[src/rtl/fifo_sync_ram_param.sv]
// Single-clock RAM FIFO of any depth >= 2, with fill level, thresholds, flush and sticky errors.
// Read latency is 1 cycle (FWFT=0) or head-visible (FWFT=1); status flags follow an accept by 1 cycle.
// Writes are refused when FULL and reads when EMPTY; each refused request sets a sticky error flag.
module fifo_sync_ram_param #(
    parameter int DATA_WIDTH = 8,
    parameter int DEPTH      = 200,
    parameter int AF_THRESH  = 190,
    parameter int AE_THRESH  = 8,
    parameter int FWFT       = 0
) (
    input  logic                         CLK,
    input  logic                         RST,
    input  logic                         FLUSH,
    input  logic                         CLR_ERR,
    input  logic                         W_EN,
    input  logic [DATA_WIDTH-1:0]        W_Data,
    input  logic                         R_EN,
    output logic [DATA_WIDTH-1:0]        R_Data,
    output logic                         R_Valid,
    output logic                         FULL,
    output logic                         EMPTY,
    output logic                         ALMOST_FULL,
    output logic                         ALMOST_EMPTY,
    output logic [$clog2(DEPTH+1)-1:0]   LEVEL,
    output logic                         OVERFLOW,
    output logic                         UNDERFLOW
);

    localparam int AW = (DEPTH > 2) ? $clog2(DEPTH) : 1;
    localparam int LW = $clog2(DEPTH + 1);
    localparam logic [AW-1:0] LAST_IDX = AW'(DEPTH - 1);

    logic [DATA_WIDTH-1:0] mem [DEPTH];
    logic [AW-1:0]         wr_ptr;
    logic [AW-1:0]         rd_ptr;
    logic [LW-1:0]         level_q;
    logic                  wr_acc;
    logic                  rd_acc;
    logic                  ovf_set;
    logic                  unf_set;

    assign FULL         = (level_q == LW'(DEPTH));
    assign EMPTY        = (level_q == '0);
    assign ALMOST_FULL  = (level_q >= LW'(AF_THRESH));
    assign ALMOST_EMPTY = (level_q <= LW'(AE_THRESH));
    assign LEVEL        = level_q;

    // Accepts look only at registered state, so a full FIFO never takes a write even while draining.
    assign wr_acc  = W_EN & ~FULL  & ~FLUSH;
    assign rd_acc  = R_EN & ~EMPTY & ~FLUSH;
    assign ovf_set = W_EN & FULL   & ~FLUSH;
    assign unf_set = R_EN & EMPTY  & ~FLUSH;

    always_ff @(posedge CLK) begin
        if (wr_acc) begin
            mem[wr_ptr] <= W_Data;
        end
    end

    always_ff @(posedge CLK or posedge RST) begin
        if (RST) begin
            wr_ptr    <= '0;
            rd_ptr    <= '0;
            level_q   <= '0;
            OVERFLOW  <= 1'b0;
            UNDERFLOW <= 1'b0;
        end else begin
            OVERFLOW  <= ovf_set | (OVERFLOW  & ~CLR_ERR);
            UNDERFLOW <= unf_set | (UNDERFLOW & ~CLR_ERR);
            if (FLUSH) begin
                wr_ptr  <= '0;
                rd_ptr  <= '0;
                level_q <= '0;
            end else begin
                if (wr_acc) begin
                    wr_ptr <= (wr_ptr == LAST_IDX) ? '0 : wr_ptr + AW'(1);
                end
                if (rd_acc) begin
                    rd_ptr <= (rd_ptr == LAST_IDX) ? '0 : rd_ptr + AW'(1);
                end
                case ({wr_acc, rd_acc})
                    2'b10:   level_q <= level_q + LW'(1);
                    2'b01:   level_q <= level_q - LW'(1);
                    default: level_q <= level_q;
                endcase
            end
        end
    end

    generate
        if (FWFT != 0) begin : g_fwft
            // Head word is presented combinationally; zero while empty to match the reset value.
            assign R_Data  = EMPTY ? '0 : mem[rd_ptr];
            assign R_Valid = ~EMPTY;
        end else begin : g_reg
            logic [DATA_WIDTH-1:0] r_data_q;
            logic                  r_valid_q;

            always_ff @(posedge CLK or posedge RST) begin
                if (RST) begin
                    r_data_q  <= '0;
                    r_valid_q <= 1'b0;
                end else begin
                    r_valid_q <= rd_acc;
                    if (rd_acc) begin
                        r_data_q <= mem[rd_ptr];
                    end
                end
            end

            assign R_Data  = r_data_q;
            assign R_Valid = r_valid_q;
        end
    endgenerate

endmodule

[config.mk]
export PLATFORM = sky130hd
export DESIGN_NAME = fifo_sync_ram_param
export DESIGN_NICKNAME = d
export VERILOG_FILES = /design/src/rtl/fifo_sync_ram_param.sv
export SDC_FILE = /design/constraint.sdc
export NUM_CORES = 2
export LEC_CHECK = 0
export ABC_AREA = 1
export BUFFER_PORTS_ARGS = -buffer_cell sky130_fd_sc_hd__buf_2
export CAP_MARGIN = 20
export CORE_ASPECT_RATIO = 0.5
export CORE_MARGIN = 5
export CORE_UTILIZATION = 35
export CTS_BUF_LIST = sky130_fd_sc_hd__clkbuf_8
export DETAILED_ROUTE_END_ITERATION = 16
export GPL_TIMING_DRIVEN = 1
export HOLD_SLACK_MARGIN = 0.06
export MAX_ROUTING_LAYER = met4
export PLACE_DENSITY = 0.53
export SYNTH_ARGS = -nofsm -noshare
export SYNTH_HDL_FRONTEND = slang
export SYNTH_SLANG_ARGS = --single-unit
[constraint.sdc]
create_clock -name CLK -period 2.85 [get_ports CLK]
set_input_delay 0.1425 -clock CLK [delete_from_list [all_inputs] [get_ports CLK]]
set_output_delay 0.1425 -clock CLK [all_outputs]
set_load 0.005 [all_outputs]
==> metrics.txt <==
status finished clean; P per Cell Area 790 nW/um^2; hold crit path type input port to flop; Internal 40.5 mW; switching share of power 34.7%; Avg Inst Size Synth 11.4 sq um; Post-synth EDFFs 1,600; clk root buf clkbuf_8; Syn. warnings 0; first-pass GRT wire length 302 mm; routed via count 46,500; Filler Cells Inserted 18,400; DPL Wire Length 126 mm; row count 114; worst stage delay on the critical path 0.57 ns; Multi-input gate area 16,200 sq um; Routed Antenna Nets 0; slew of the pin with the lowest slew margin 1.06 ns; critical path startpoint category flop; Overflow after GRT 0; CP Buf/Inv Count 4; Seq cells post-synth 1,635; LEAKAGE 28.9 nW; clock slew at reported path FFs 0.06 ns; CTS tree yes; H-tree level count 4; Worst setup EP type flop; pin count of the biggest net entering global routing 92; Fmax 0.356 GHz; antenna violations before repair 10; Hold WS 0.299 ns; area of the die 204,000 sq um; vias in the first global route 44,600; nets 6,371; Ports 37; GRT Overall Usage 20.5%; Post-Synthesis Cells 5,968; max_cap viols 0; sequential power share 43.2%; Starting Density 35.2%; most used cell, CP nand2_1; Final min period 2.81 ns; mean routed wirelength per cell 22.6 microns; Max-slew headroom 29.6%; routed wire length 207 mm; top cell type's share of synthesized area 70.6%; Net Sw Power 21.5 mW; Comb pwr share 28.8%; CP max-delay cell dfrtp_4; Syn Nets 5,991; most common cell in the netlist edfxtp_1; area added between synthesis and finish 15.4%; Die Ht 322 microns; Iteration-0 DRC Markers 4,632; synth cell count leaders edfxtp_1 (1,600), nand2_1 (1,405), nor2_1 (816), nand3_1 (727), o21ai_0 (379); post-synthesis async set-or-reset flop share 2.14%; via/cell ratio 5.09; ys flop type edfxtp_1; CTS Buffer Depth 3; share of cells above drive strength 1 13.2%; Num CTS Buffers 237; routability cong. 0.867; crit-path cells buf_12 > buf_16 > buf_4 > nor2_1 > nor2_1 > o21ai_0 > nand3_1 > nand3_1 > nand2_1 > nand2_1 > a21oi_1 > buf_4 > nor2_2 > nand2_1 > nand3_1 > nand2_1; setup TNS 0 ns; Syn Std Cell Area 68,000 sq um; Synth area leaders edfxtp_1 (71%), nand2_1 (7.8%), nand3_1 (5.3%); CP Data Required Time 3.68 ns; Synth area leader edfxtp_1; clock sink count 1,635; Final Hold Fails 0; FF+latch area 48,900 sq um; Port-buffer cells 36; clock latency at the later pin of the worst-skew pair 0.96 ns; fin cells 9,148; crit path kind flop to flop; Setup violations, final 0; delay-heaviest family, CP simple AND/OR/NAND/NOR gates; chip width 634 microns; overall power 62.1 mW; Core ar. 193,000 sq um; drt pass-1 iters 5; placed instance count 8,694; power share of the clock group 28.0%; post-synthesis sequential area ratio 71.9%; final worst clock skew 0.0669 ns; period utilization 98.5%; Finished Core Util 40.6%; Data arrival, critical path 3.63 ns; worst-path fanout max 39; Yosys cell types 37; RSZ-0062 raised after global routing true; # DRC 0; peak supply drop 0.597 mV; Pins Over Slew Limit 0
[layout make-up]
cell class                 instances  area share (%)
sequential                      1635            62.3
multi-input combinational       3678            20.6
timing repair buffer             509            6.03
clock buffer                     255            4.47
tap                             2610            4.16
inverter                         287            1.42
clock inverter                   169           0.954
antenna                            5          0.0159
[power by group through the flow]
| stage | sequential (mW) | clock (mW) | combinational, mW |
|---|---|---|---|
| 2_1_floorplan | 27.2 | 0 | 11.0 |
| 3_5_place_dp | 27.3 | 0 | 17.7 |
| 4_1_cts | 26.8 | 17.8 | 17.8 |
| 6_report | 26.8 | 17.4 | 17.9 |
| 3_3_place_gp | 27.3 | 0 | 17.7 |
| 5_1_grt | 26.8 | 18.9 | 19.6 |
[stage by stage]
| step | setup slack [ns] | cell area [sq um] |
|---|---|---|
| floorplan | 0.678 | 68000 |
| global placement | -0.0954 | 74000 |
| CTS | 0.00700 | 78400 |
| detailed placement | -0.0266 | 74000 |
| global route | -0.0318 | 78500 |
| finish | 0.0438 | 78500 |
[worst paths after layout]
kind / start / endpoint / slack, ns / cells after the start
max: rd_ptr[0] / R_Data[6] / 0.04 / 16
min: W_Data[6] / mem[126][6] / 0.30 / 2
max reg2reg: rd_ptr[0] / R_Data[6] / 0.04 / 16
min reg2reg: UNDERFLOW / UNDERFLOW / 0.55 / 2
max in group asynchronous: RST / rd_ptr[1] / 1.51 / 4
min in group asynchronous: RST / OVERFLOW / 0.53 / 4
[state kept, by name, indices dropped and copies added (netlist names)]
signal     flops
LEVEL          8
OVERFLOW       1
R_Data         8
R_Valid        1
UNDERFLOW      1
mem         1600
rd_ptr         8
wr_ptr         8
[layer usage]
metal,GRT usage (%),share of wire (%)
met1,28.5,45
met2,31.2,46
met3,3.35,7.1
met4,5.89,2.0
met5,-,0
[kinds of logic after synthesis]
| kind of cell | synth area share (%) |
|---|---|
| XOR/XNOR | 0.116 |
| buffers and inverters | 4.43 |
| flip-flops | 71.9 |
| AO/OA/AOI/OAI | 5.08 |
| AND/OR/NAND/NOR | 18.3 |
| adder cells (fa/ha/maj) | 0.166 |
[placed cells by master, fill, tap and decap left out, drive strengths merged, types with 11 or more instances in the layout]
| cell | instances |
|---|---|
| a21oi | 73 |
| buf | 480 |
| clkbuf | 263 |
| clkinv | 73 |
| dfrtp | 35 |
| dlygate4sd3 | 21 |
| edfxtp | 1600 |
| inv | 379 |
| nand2 | 1408 |
| nand3 | 727 |
| nand4 | 11 |
| nor2 | 818 |
| o211ai | 64 |
| o21ai | 437 |
| o221ai | 14 |
| o22ai | 42 |
| or2 | 54 |
[repair_timing]
action	CTS	global route
hold endpoints to repair	1486	0
endpoints found under the setup margin	2	49
gates resized for setup	2	13
setup buffers	0	4
hold buffers	21	0
pin swaps	0	2
cloned	0	0
No activity file was read; power rests on OpenSTA's default activity.
